==> config.mk <==
export PLATFORM = sky130hd
export DESIGN_NAME = stack_memory_controller
export DESIGN_NICKNAME = d
export VERILOG_FILES = /design/src/rtl/stack_memory_controller.sv
export SDC_FILE = /design/constraint.sdc
export NUM_CORES = 1
export LEC_CHECK = 0
export CORE_AREA = 2 2 148 92
export DETAILED_ROUTE_END_ITERATION = 8
export DIE_AREA = 0 0 150 94
export PLACE_DENSITY_LB_ADDON = 0.15
export SYNTH_ARGS = -nofsm -noshare
export SYNTH_HDL_FRONTEND = slang
export SYNTH_SLANG_ARGS = --single-unit
==> constraint.sdc <==
create_clock -name Clock -period 2.8 [get_ports Clock]
set_input_delay 0.28 -clock Clock [delete_from_list [all_inputs] [get_ports Clock]]
set_output_delay 0.28 -clock Clock [all_outputs]
set_load 0.005 [all_outputs]
==> src/rtl/stack_memory_controller.sv <==
// Sequencer for the shared data RAM / stack block.
// Serialises LOAD/STORE/PUSH/POP requests and owns the stack pointer.
module stack_memory_controller #(
    parameter int DEPTH  = 100,
    parameter int DATA_W = 32,
    parameter int ADDR_W = 32,
    parameter int SP_W   = 7,
    parameter int RD_LAT = 1
) (
    input  logic              Clock,
    input  logic              Reset,
    input  logic              ReqValid,
    output logic              ReqReady,
    input  logic [1:0]        ReqOp,
    input  logic [ADDR_W-1:0] ReqAddr,
    input  logic [DATA_W-1:0] ReqData,
    output logic              RespValid,
    output logic              RespErr,
    output logic [DATA_W-1:0] RespData,
    output logic [ADDR_W-1:0] MemAddr,
    output logic [DATA_W-1:0] MemDataIn,
    output logic              MemWrite,
    output logic              MemUseStk,
    input  logic [DATA_W-1:0] MemDataOut,
    output logic [SP_W-1:0]   StackPointer,
    output logic              StackFull,
    output logic              StackEmpty
);

    localparam int LAT_W = (RD_LAT > 1) ? $clog2(RD_LAT) : 1;
    localparam logic [1:0] OP_LOAD  = 2'b00;
    localparam logic [1:0] OP_STORE = 2'b01;
    localparam logic [1:0] OP_PUSH  = 2'b10;

    typedef enum logic [1:0] {IDLE, WRITE, READ, RESP} state_t;

    state_t            state;
    logic [SP_W-1:0]   sp;
    logic [LAT_W-1:0]  latCnt;
    logic              reqErr;

    assign ReqReady     = (state == IDLE);
    assign StackPointer = sp;
    assign StackFull    = (sp == SP_W'(DEPTH));
    assign StackEmpty   = (sp == '0);

    always_comb begin
        reqErr = 1'b0;
        case (ReqOp)
            OP_PUSH: reqErr = StackFull;
            2'b11:   reqErr = StackEmpty;
            default: reqErr = (ReqAddr >= ADDR_W'(DEPTH));
        endcase
    end

    // Mem* lines are registered so they are glitch-free and drop to 0
    // on the same edge that leaves WRITE/READ.
    always_ff @(posedge Clock) begin
        if (!Reset) begin
            state     <= IDLE;
            sp        <= '0;
            latCnt    <= '0;
            RespValid <= 1'b0;
            RespErr   <= 1'b0;
            RespData  <= '0;
            MemAddr   <= '0;
            MemDataIn <= '0;
            MemWrite  <= 1'b0;
            MemUseStk <= 1'b0;
        end else begin
            case (state)
                IDLE: begin
                    if (ReqValid) begin
                        RespErr <= reqErr;
                        if (reqErr) begin
                            state     <= RESP;
                            RespValid <= 1'b1;
                        end else begin
                            case (ReqOp)
                                OP_STORE: begin
                                    state     <= WRITE;
                                    MemWrite  <= 1'b1;
                                    MemDataIn <= ReqData;
                                    MemAddr   <= ReqAddr;
                                end
                                OP_PUSH: begin
                                    state     <= WRITE;
                                    MemWrite  <= 1'b1;
                                    MemUseStk <= 1'b1;
                                    MemDataIn <= ReqData;
                                    MemAddr   <= ADDR_W'(sp);
                                end
                                OP_LOAD: begin
                                    state   <= READ;
                                    latCnt  <= LAT_W'(RD_LAT - 1);
                                    MemAddr <= ReqAddr;
                                end
                                default: begin
                                    state     <= READ;
                                    latCnt    <= LAT_W'(RD_LAT - 1);
                                    MemUseStk <= 1'b1;
                                    MemAddr   <= ADDR_W'(sp - 1'b1);
                                end
                            endcase
                        end
                    end
                end
                WRITE: begin
                    state     <= RESP;
                    RespValid <= 1'b1;
                    if (MemUseStk) sp <= sp + 1'b1;
                    MemWrite  <= 1'b0;
                    MemUseStk <= 1'b0;
                    MemAddr   <= '0;
                    MemDataIn <= '0;
                end
                READ: begin
                    if (latCnt == '0) begin
                        state     <= RESP;
                        RespValid <= 1'b1;
                        RespData  <= MemDataOut;
                        if (MemUseStk) sp <= sp - 1'b1;
                        MemUseStk <= 1'b0;
                        MemAddr   <= '0;
                        MemDataIn <= '0;
                    end else begin
                        latCnt <= latCnt - 1'b1;
                    end
                end
                default: begin
                    state     <= IDLE;
                    RespValid <= 1'b0;
                    RespErr   <= 1'b0;
                end
            endcase
        end
    end

endmodule

## After elaboration in Yosys (flattened, before gate mapping)

Cells that the tools add are included.

- Flip-flop bits (word level): 110
- Output and inout port bits: 110
- Logic and storage cells: 91
- Input bits: 101

- Equality and inequality tests: 15
- $add $sub $neg: 4
- Reductions and logical operators: 20
- Order comparisons: 1
- Muxes and demuxes: 39
- Bitwise operators: 2

Operators by type and width:

| cell | number |
|---|---|
| $mux W32 | 6 |
| $pmux W32 S3 | 2 |
| $pmux W32 S2 | 1 |
| $ge A32 B7 Y1 const B | 1 |
| $mux W7 | 3 |
| $ne A2 B2 Y1 const B | 8 |
| $reduce_and A4 Y1 | 4 |
| $mux W1 | 15 |
| $pmux W7 S2 | 1 |
| $reduce_and A5 Y1 | 2 |
| $mux W2 | 4 |
| $pmux W1 S2 | 4 |
| $sub A7 B1 Y8 const B | 1 |
| $add A7 B1 Y7 const B | 1 |
| $eq A7 B7 Y1 const B | 1 |
| $logic_not A7 Y1 | 1 |
| $sub A7 B1 Y7 const B | 1 |
| $eq A2 B2 Y1 const B | 3 |
| $pmux W1 S3 | 2 |
| $pmux W2 S3 | 1 |
| $reduce_and A2 Y1 | 3 |
| $reduce_bool A2 Y1 | 3 |
| $reduce_or A2 Y1 | 3 |
| $eq A2 B1 Y1 const B | 2 |
| 6 further kinds | 8 |

## Logic depth before layout (Yosys ltp)

Gate-level depths: netlist of run 1.

- Word-level depth: 6
- Gate-level depth with buffers: 10

## Worst setup path before layout of run 1

OpenSTA, ideal clock, no wires.

- Path type: reg2reg
- From: reg state[0]
- To: reg sp[6] (netlist: StackPointer[6])
- Clock period less this slack: 2.178 ns
- Library setup time: 0.123 ns
- Setup slack: 0.622 ns
- Cell stages (with the launch flop): 11
- Data arrival time: 2.055 ns
- Cells stage by stage: dfxtp_1 inv_1 ha_1 clkbuf_1 inv_1 fa_1 nor2b_1 o21a_1 o21a_1 o211ai_1 mux2i_1

- Cells in the longest elaborated chain, start to end: 3
- Elaborated cells between the ends (all ways): 8
- Classes of those cells: eq/ne: 5; mux: 1; reduce/logical: 2

RTL lines:

| element | RTL line | RTL |
|---|---|---|
| start, declared | 37 | `state_t state;` |
| start signal, assigned | 60 | `state <= IDLE;` |
| start signal, assigned | 76 | `state <= RESP;` |
| start signal, assigned | 81 | `state <= WRITE;` |
| $eq A2 B1 Y1 or $eq A2 B2 Y1 (tied branches) | 71 | `case (state)` |
| $ne A2 B2 Y1 (no source line) or $reduce_bool A2 Y1 (tied branches) | n/a |  |
| $reduce_and A4 Y1 (no source line) | n/a |  |
| end signal, assigned | 111 | `if (MemUseStk) sp <= sp + 1'b1;` |
| end signal, assigned | 122 | `if (MemUseStk) sp <= sp - 1'b1;` |
| end, declared | 38 | `logic [SP_W-1:0] sp;` |

Parallel ways exist; a longest one is shown, timed or not.
A chain may end at the register's enable or synchronous reset.

## Worst setup path in the final report of run 1

- From: reg sp[0] (netlist: StackPointer[0])
- To: out StackEmpty

- Cells in the longest elaborated chain, start to end: 1

RTL lines:

| element | RTL line | RTL |
|---|---|---|
| $logic_not A7 Y1 | 45 | `assign StackEmpty = (sp == '0);` |
| end, declared | 27 | `output logic StackEmpty` |

Every way passes these cells.

==> results of run 1 <==
## state kept, by name (all words and copies together) (netlist names)
signal,count
StackPointer,7
RespErr,1
state,2
MemDataIn,32
RespValid,1
MemUseStk,1
MemWrite,1
RespData,32
MemAddr,32
## report_power, final
part           switching (mW)  leakage (nW)  internal (mW)
Sequential              0.257         0.889           1.97
Clock                   0.608         0.165          0.886
Combinational            1.71          1.82           1.81
## worst max-delay path by stage
stage	startpoint	to	slack (ps)	cells past startpoint
floorplan	state[0]$_SDFFE_PN0N_	StackPointer[6]$_SDFFE_PN0P_	620	10
global placement	ReqOp[0]	MemAddr[18]$_SDFFE_PN0P_	280	7
detailed placement	ReqOp[1]	MemAddr[15]$_SDFFE_PN0P_	130	7
CTS	StackPointer[0]$_SDFFE_PN0P_	StackEmpty	260	6
global route	StackPointer[0]$_SDFFE_PN0P_	StackEmpty	50	6
finish	StackPointer[0]$_SDFFE_PN0P_	StackEmpty	260	6
## cell type report
cell class	instances	area share
clock inverters	6	0.0146
clock buffers	10	0.0284
repair buffers	229	0.282
flip-flops and latches	109	0.270
well taps	170	0.0263
inverters	13	0.00604
multi-input cells	445	0.372
## worst max-delay path: cells and delay by family (launching register included)
| kind | cells | cell delay, ps |
|---|---|---|
| flip-flops | 1 | 400 |
| AND/OR/NAND/NOR | 3 | 540 |
| adder cells (fa/ha/maj) | 1 | 290 |
| buffers and inverters | 2 | 700 |
## per-stage QoR
| stage | hold slack, ps | cells | utilization |
|---|---|---|---|
| detailed placement | 448 | 966 | 0.611 |
| floorplan | 427 | 622 | - |
| finish | 459 | 982 | 0.638 |
| global placement | 441 | 966 | 0.611 |
| CTS | 459 | 982 | 0.638 |
| global route | 478 | 982 | 0.638 |
## layer usage
| layer | GRT usage | part of all wire | vias to the layer above |
|---|---|---|---|
| met3 | 0.0709 | 0.095 | 14 |
| li1 | - | - | 2605 |
| met2 | 0.376 | 0.45 | 227 |
| met4 | 0.0401 | 0.0069 | 0 |
| met5 | 0 | 0 | - |
| met1 | 0.313 | 0.45 | 2551 |
## cells in the final DEF (no fill, tap or decap), types with 2 or more instances in the layout
cell type,instances
a211oi_1,6
a21o_1,2
a21oi_1,45
a21oi_2,21
a221oi_1,4
a311oi_1,2
a31oi_1,3
and3_1,2
and4_1,2
buf_12,3
buf_4,16
bufinv_16,3
clkbuf_16,9
clkdlybuf4s50_1,209
dfxtp_1,109
ha_1,13
inv_1,11
mux2i_1,66
nand2_1,74
nand2b_1,6
nand3_1,31
nand3b_1,33
nand4_1,4
nand4b_1,2
nor2_1,37
nor2b_1,2
nor3_1,4
nor3b_1,4
nor4_1,7
o211ai_1,34
o21a_1,3
o21ai_0,6
o311ai_0,2
o31ai_1,4
or3_1,3
xnor2_1,3
## logic make-up after synthesis
kind of cell | count (synthesis) | share of synthesized area
compound gates | 144 | 0.182
xor+xnor | 3 | 0.00478
fa+ha+maj | 15 | 0.0355
buf+inv | 68 | 0.0597
flops | 109 | 0.397
mux | 66 | 0.120
simple gates | 217 | 0.201
## synth_stat cells (7+ instances only)
cell,count
a21oi_1,45
a21oi_2,21
buf_2,11
clkbuf_1,37
dfxtp_1,109
ha_1,14
inv_1,11
mux2i_1,66
nand2_1,74
nand3_1,31
nand3b_1,33
nor2_1,38
nor4_1,7
o211ai_1,34
==> run_results.csv, run 1 <==
group,metric,value,unit
run_status,status,"finished, final reports clean",
worst_setup_path,reg2reg_depth,8,
sta,fin_crit,2540,ps
sta,min_period_over_period,0.905,
synth,synth_edf_count,0,
worst_setup_path,endpoint_kind,"output port",
worst_setup_path,reg2reg_to,"MemAddr[13]$_SDFFE_PN0P_",
sta,final-hold-violation-count,0,
grt,grt_pass1_vias,5279,
route,drt_wl_total,16400,um
worst_setup_path,critPathKind,"reg2out",
sta,relSlewSlack,0.201,
pwr,powerDensity,897,nW/um2
synth,synthTopCellsByArea,"dfxtp_1 40%, mux2i_1 12%, nand2_1 5.1%",
worst_setup_path,path_max_fanout,8,
route,route.detailed.drc,0,
synth,yosysTopAreaCell,"dfxtp_1",
worst_setup_path,regToRegStartpoint,"StackPointer[0]$_SDFFE_PN0P_",
cts,cts_made_buffers,9,
finish,fill_cells,1036,
synth,synth.distinct_cells,56,
worst_hold_path,holdCritStartpoint,"MemDataIn[12]$_SDFFE_PN0P_",
synth,async_reset_ff_frac,0,
route,drt_iter0_markers,372,
cts,clkSinkCount,109,
cts,post_cts_resize_count,0,
floorplan,initial_core_util,0.434,
sta,worst_pin_slew,1200,ps
cts,clk_path_buf_depth,2,
worst_setup_path,r2r_slack,360,ps
synth,yosys.area.top_type_share,0.397,
floorplan,ios,211,
sta,setup-tns-final,0,ps
synth,synth_seq_cells,109,
sta,finalClockSkew,10.1,ps
placement,placed_cell_area,7730,um2
grt,grt_overflow,0,
worst_setup_path,worstPathCellList,"inv_1 > ha_1 > nor3b_1 > nand2_1 > nor2_1 > clkdlybuf4s50_1",
floorplan,rows,32,
worst_hold_path,hold-path-endpoint,"MemDataIn[12]$_SDFFE_PN0P_",
grt,grt.total_usage,0.233,
cts,path_clk_slew,70,ps
cts,htree_levels,3,
grt,grt_pass1_wl,26600,um
finish,nets,923,
placement,gp_congestion,0.918,
finish,antenna_cells,0,
floorplan,core_area,12700,um2
worst_setup_path,cp_slowest_stage_delay,540,ps
synth,yosysWarnings,0,
route,drtPass1Iterations,5,
cts,postCtsHoldBufs,0,
finish,layout-drive-gt1-share,0.0825,
synth,synthCells,622,
worst_setup_path,cp_slowest_cell,"clkdlybuf4s50_1",
worst_hold_path,min_path_type,"reg2reg",
finish,multiInputGateArea,3010,um2
synth,seq_area_frac_synth,0.397,
route,routedWlPerCell,16.7,um
sta,finalSetupViolCount,0,
worst_setup_path,required,2520,ps
finish,seqCellArea,2180,um2
grt,grt_max_degree,75,
worst_setup_path,start_kind,"register",
placement,port_buffers,210,
pwr,p_leak,2.87,nW
pwr,peakVddDrop,431,uV
job,drv_cap,0,
sta,rsz0062_at_grt,"no",
floorplan,dieArea,14100,um2
floorplan,die_w,150,um
cts,cts_root_buf,"clkbuf_16",
route,ant_nets,0,
worst_setup_path,arrival,2260,ps
cts,cts_tree,"done",
route,viasPerCell,5.50,
placement,dp_worst_setup_slack,127,ps
cts,clk_latency,350,ps
synth,avgSynthCellArea,8.83,um2
sta,clock.fmax,0.394,GHz
synth,synth_ff_type,"dfxtp_1",
sta,fin_ws,265,ps
cts,post_cts_buffers,0,
worst_hold_path,whs_path_depth,2,
finish,fin_area,8080,um2
synth,synth_area,5500,um2
floorplan,chipHeight,94,um
finish,area_growth,46.9,%
synth,syn_nets,738,
sta,slew_violations,0,
placement,dp_hpwl,11800,um
route,vias,5397,
pwr,power.total,7.24,mW
grt,antenna_found_initial,0,
No activity file was read; power rests on OpenSTA's default activity.
==> run 2, diff against run 1 <==
- CELL_PAD_IN_SITES_DETAIL_PLACEMENT: default -> 1
- CELL_PAD_IN_SITES_GLOBAL_PLACEMENT: default -> 1
- CORE_AREA: 2 2 148 92 -> 2 2 173 107
- CTS_CLUSTER_SIZE: default -> 16
- DIE_AREA: 0 0 150 94 -> 0 0 175 109
==> run 2 against run 1 <==
Fmax fell by 2.2%. Final cell count is 7.4% higher. Largest power group unchanged. Wire length grew 13%. Highest routed layer unchanged. Cell area increased by 0.42%.
==> run_results.csv, run 2 (same netlist as run 1, synthesis figures left out) <==
group,metric,value,unit
cts,cts_tree,"done",
cts,postCtsHoldBufs,0,
sta,fin_ws,209,ps
route,vias,5379,
pwr,switching_share,0.373,
sta,final-hold-violation-count,0,
sta,slew_violations,0,
route,ant_nets,0,
sta,relSlewSlack,0.525,
pwr,power.total,7.04,mW
finish,area_growth,47.6,%
job,drv_cap,0,
pwr,peakVddDrop,279,uV
floorplan,chipHeight,109,um
grt,grt.total_usage,0.196,
finish,utilization,0.460,
pwr,pwr-share-seq,0.317,
cts,cts_made_buffers,9,
sta,fin_crit,2590,ps
worst_setup_path,endpoint_kind,"output port",
finish,mostFrequentLayoutCells,"209 x clkdlybuf4s50_1, 109 x dfxtp_1, 74 x nand2_1",
placement,gp_congestion,0.811,
cts,post_cts_buffers,0,
cts,path_clk_slew,80,ps
grt,grt_overflow,0,
worst_setup_path,worstPathCellList,"inv_1 > ha_1 > nor3b_1 > nand2_1 > nor2_1 > clkdlybuf4s50_1",
pwr,p_leak,2.86,nW
worst_setup_path,critical_path_buf_inv_count,2,
cts,post_cts_resize_count,0,
finish,nets,926,
placement,port_buffers,210,
floorplan,initial_core_util,0.312,
finish,largestRegisters,"MemAddr x32, MemDataIn x32, RespData x32",
cts,clk_latency,350,ps
pwr,p_clk_frac,0.179,
sta,finalClockSkew,10.5,ps
finish,antenna_cells,0,
floorplan,rows,38,
sta,finalSetupViolCount,0,
route,drtPass1Iterations,5,
floorplan,die_w,175,um
placement,dp_worst_setup_slack,140,ps
floorplan,core_area,17600,um2
pwr,powerDensity,868,nW/um2
worst_hold_path,min_path_type,"reg2reg",
route,drt_iter0_markers,217,
grt,grt_max_degree,75,
worst_setup_path,start_kind,"register",
floorplan,dieArea,19100,um2
cts,clk_path_buf_depth,2,
grt,grt_pass1_wl,30000,um
worst_setup_path,arrival,2310,ps
finish,final_common_cell,"clkdlybuf4s50_1",
sta,rsz0062_at_grt,"no",
worst_setup_path,cp_slowest_stage_delay,540,ps
route,routedWlPerCell,17.6,um
cts,cts_root_buf,"clkbuf_16",
worst_setup_path,crit_family,"buffers and inverters",
cts,clkSinkCount,109,
sta,worst_pin_slew,712,ps
pwr,p_switching,2.63,mW
grt,antenna_found_initial,0,
route,drt_wl_total,18600,um
floorplan,ios,211,
route,viasPerCell,5.10,
route,route.detailed.drc,0,
pwr,combPwrFrac,0.504,
sta,min_period_over_period,0.926,
worst_setup_path,critPathKind,"reg2out",
worst_setup_path,path_max_fanout,8,
worst_setup_path,cp_slowest_cell,"clkdlybuf4s50_1",
sta,setup-tns-final,0,ps
worst_setup_path,required,2520,ps
pwr,p_int,4.41,mW
sta,clock.fmax,0.386,GHz
run_status,status,"finished, final reports clean",
placement,dp_hpwl,13700,um
grt,grt_pass1_vias,5646,
cts,htree_levels,3,
finish,layout-drive-gt1-share,0.0871,
[run 2: area by class of cell]
type / count / area (um2)
clock buffers: 10 / 239
clock inverters: 6 / 43.8
fillers: 2007 / 9530
inverters: 13 / 48.8
multi-input cells: 445 / 3010
flip-flops and latches: 109 / 2180
well taps: 240 / 300
repair buffers: 232 / 2290
[run 2: final timing paths]
check	startpoint	endpoint	slack (ps)	depth (start not counted)
min reg2reg	MemDataIn[21]$_SDFFE_PN0P_	MemDataIn[21]$_SDFFE_PN0P_	460	2
max reg2reg	StackPointer[0]$_SDFFE_PN0P_	MemAddr[5]$_SDFFE_PN0P_	350	8
max	StackPointer[0]$_SDFFE_PN0P_	StackEmpty	210	6
min	MemDataIn[21]$_SDFFE_PN0P_	MemDataIn[21]$_SDFFE_PN0P_	460	2
[run 2: worst reg2reg max path, delay by kind of cell, from the launching register on]
family | cells | cell delay [ps]
flops | 1 | 430
fa+ha+maj | 1 | 270
compound gates | 3 | 690
buf+inv | 2 | 400
simple gates | 2 | 540
[run 2: metal layers]
metal  wire [um]  part of all wire  track usage  vias up
met5           0                 0            0        -
met4         138            0.0074       0.0381        0
met3        1400             0.075       0.0631       10
met2        8380              0.45        0.321      160
met1        8690              0.47        0.256     2602
li1            -                 -            -     2607
[run 2: through the flow]
stage,hold WS [ps],cell area (um2),instances
2_1_floorplan,427,5500,622
3_3_place_gp,441,7830,1039
3_5_place_dp,449,7830,1039
4_1_cts,464,8110,1055
5_1_grt,491,8110,1055
6_report,458,8110,1055
[run 2: power groups by stage]
stage          Clock, mW  Sequential (mW)  Combinational (mW)
4_1_cts             1.30             2.24                3.59
6_report            1.26             2.23                3.55
3_3_place_gp           0             2.24                3.49
2_1_floorplan          0             2.26                1.99
5_1_grt             1.37             2.29                3.88
3_5_place_dp           0             2.27                3.58
==> run 3, diff against run 2 <==
- CORE_AREA: 2 2 173 107 -> 2 2 170 105
- CTS_BUF_LIST: default -> sky130_fd_sc_hd__clkbuf_8
- DIE_AREA: 0 0 175 109 -> 0 0 172 107
- RECOVER_POWER: default -> 25
==> run 3 against run 2 <==
Via count increased by 0.73%. Clock power shrank 19%. Critical path depth stayed put. Cell area down 0.97%. Sequential cell count unchanged. Register-to-register slack got worse by 30 ps. Global-route usage up 0.68 points. Clock skew rose by 10 ps. Non-clock buffer count decreased by 1. Fmax is 2.3% lower. Sequential share of layout area increased by 0.26 points. Wire length up 1.3%.
==> run_results.csv, run 3 (same netlist as run 1, synthesis figures left out) <==
group,metric,value,unit
floorplan,die_w,172,um
sta,slew_violations,0,
route,drt_wl_total,18900,um
cts,clk_latency,390,ps
pwr,switching_share,0.392,
pwr,p_clk_frac,0.150,
route,viasPerCell,5.17,
worst_setup_path,regToRegStartpoint,"state[0]$_SDFFE_PN0N_",
pwr,combPwrFrac,0.522,
sta,clock.fmax,0.377,GHz
route,route.detailed.drc,0,
grt,grt.total_usage,0.203,
sta,rsz0062_at_grt,"no",
grt,antenna_found_initial,0,
grt,busiest_layer,"met2",
finish,mostFrequentLayoutCells,"179 x clkdlybuf4s50_1, 109 x dfxtp_1, 74 x nand2_1",
cts,cts_root_buf,"clkbuf_8",
floorplan,core_area,16900,um2
floorplan,initial_core_util,0.326,
grt,grt_overflow,0,
grt,grt_pass1_vias,5592,
cts,cts_tree,"done",
finish,final_common_cell,"clkdlybuf4s50_1",
worst_setup_path,critPathCapture,"StackEmpty",
worst_setup_path,required,2520,ps
sta,setup-tns-final,0,ps
placement,gp_congestion,0.845,
sta,finalSetupViolCount,0,
worst_setup_path,endpoint_kind,"output port",
finish,utilization,0.477,
sta,final-hold-violation-count,0,
worst_setup_path,reg2reg_depth,9,
sta,holdWs,444,ps
finish,layout-drive-gt1-share,0.0835,
sta,relSlewSlack,0.391,
worst_setup_path,reg2reg_to,"StackPointer[5]$_SDFFE_PN0P_",
floorplan,chipHeight,107,um
placement,port_buffers,210,
grt,grt_use_met2,0.328,
pwr,peakVddDrop,322,uV
floorplan,rows,37,
sta,fin_crit,2650,ps
cts,htree_levels,3,
cts,post_cts_buffers,0,
finish,nets,925,
pwr,pwr-share-seq,0.328,
route,ant_nets,0,
finish,instances_no_fill,1048,
pwr,p_leak,2.91,nW
route,routedWlPerCell,18.0,um
grt,grtUsageMet3,0.0568,
worst_setup_path,start_kind,"register",
pwr,p_int,4.13,mW
finish,largestRegisters,"MemAddr x32, MemDataIn x32, RespData x32",
run_status,status,"finished, final reports clean",
grt,grt_pass1_wl,29300,um
grt,grt_use_met1,0.273,
worst_setup_path,critPathKind,"reg2out",
cts,path_clk_slew,120,ps
cts,cts_made_buffers,9,
cts,clk_path_buf_depth,2,
placement,dp_hpwl,13900,um
worst_setup_path,arrival,2370,ps
grt,grt_max_degree,75,
cts,clkSinkCount,109,
floorplan,ios,211,
job,drv_cap,0,
pwr,powerDensity,846,nW/um2
floorplan,dieArea,18400,um2
route,drtPass1Iterations,5,
finish,area_growth,46.1,%
worst_setup_path,r2r_slack,320,ps
sta,min_period_over_period,0.948,
placement,placed_cells,1032,
sta,worst_pin_slew,913,ps
finish,antenna_cells,0,
worst_setup_path,path_max_fanout,8,
sta,finalClockSkew,20.9,ps
route,vias,5418,
route,drt_iter0_markers,369,
worst_setup_path,startpoint,"StackPointer[0]$_SDFFE_PN0P_",
pwr,p_switching,2.67,mW
worst_hold_path,min_path_type,"in2reg",
run 3: layout make-up:
type / instances / area, um2
Clock buffer: 11 / 151
Clock inverter: 5 / 48.8
Fill cell: 1959 / 8820
Inverter: 13 / 48.8
Multi-Input combinational cell: 445 / 3010
Sequential cell: 109 / 2180
Tap cell: 234 / 293
Timing Repair Buffer: 231 / 2290
run 3: metrics by stage:
step	power (mW)	area, um2	setup slack [ps]
2_1_floorplan	4.25	5500	622
3_3_place_gp	5.75	7840	319
3_5_place_dp	5.88	7840	241
4_1_cts	6.92	8040	49.2
5_1_grt	7.25	8030	28.3
6_report	6.79	8030	146
run 3: how the worst min path moves through the flow:
stage,endpoint,cells after the start,slack [ps],start
2_1_floorplan,RespData[0]$_SDFFE_PN0P_,2,430,MemDataOut[0]
3_3_place_gp,MemDataIn[11]$_SDFFE_PN0P_,2,440,MemDataIn[11]$_SDFFE_PN0P_
3_5_place_dp,MemDataIn[7]$_SDFFE_PN0P_,2,450,MemDataIn[7]$_SDFFE_PN0P_
4_1_cts,MemDataIn[25]$_SDFFE_PN0P_,3,450,ReqData[25]
5_1_grt,MemDataIn[18]$_SDFFE_PN0P_,3,440,ReqData[18]
6_report,RespData[16]$_SDFFE_PN0P_,3,440,Reset
run 3: worst max-delay path, cell delays in order (launching register included):
cell	delay, ps
dfxtp_1	410
inv_1	160
ha_1	280
nor3b_2	250
nand2_1	130
nor2_2	210
clkdlybuf4s50_1	540
run 3: what timing repair did:
item                                    in CTS  in global routing
gates resized for setup                      1                  1
hold buffers                                 0                  0
hold endpoints to repair                     0                  0
endpoints found under the setup margin       1                  1
run 3: per-layer routing:
| layer | share of wire | up-vias |
|---|---|---|
| li1 | - | 2612 |
| met1 | 0.48 | 2632 |
| met2 | 0.44 | 163 |
| met3 | 0.073 | 11 |
| met4 | 0.0060 | 0 |
| met5 | 0 | - |
run 3: power by group through the flow:
stage	Sequential [mW]	Combinational, mW	Clock, mW
CTS	2.24	3.63	1.05
global route	2.29	3.85	1.11
detailed placement	2.27	3.61	0
global placement	2.25	3.50	0
finish	2.23	3.55	1.02
floorplan	2.26	1.99	0
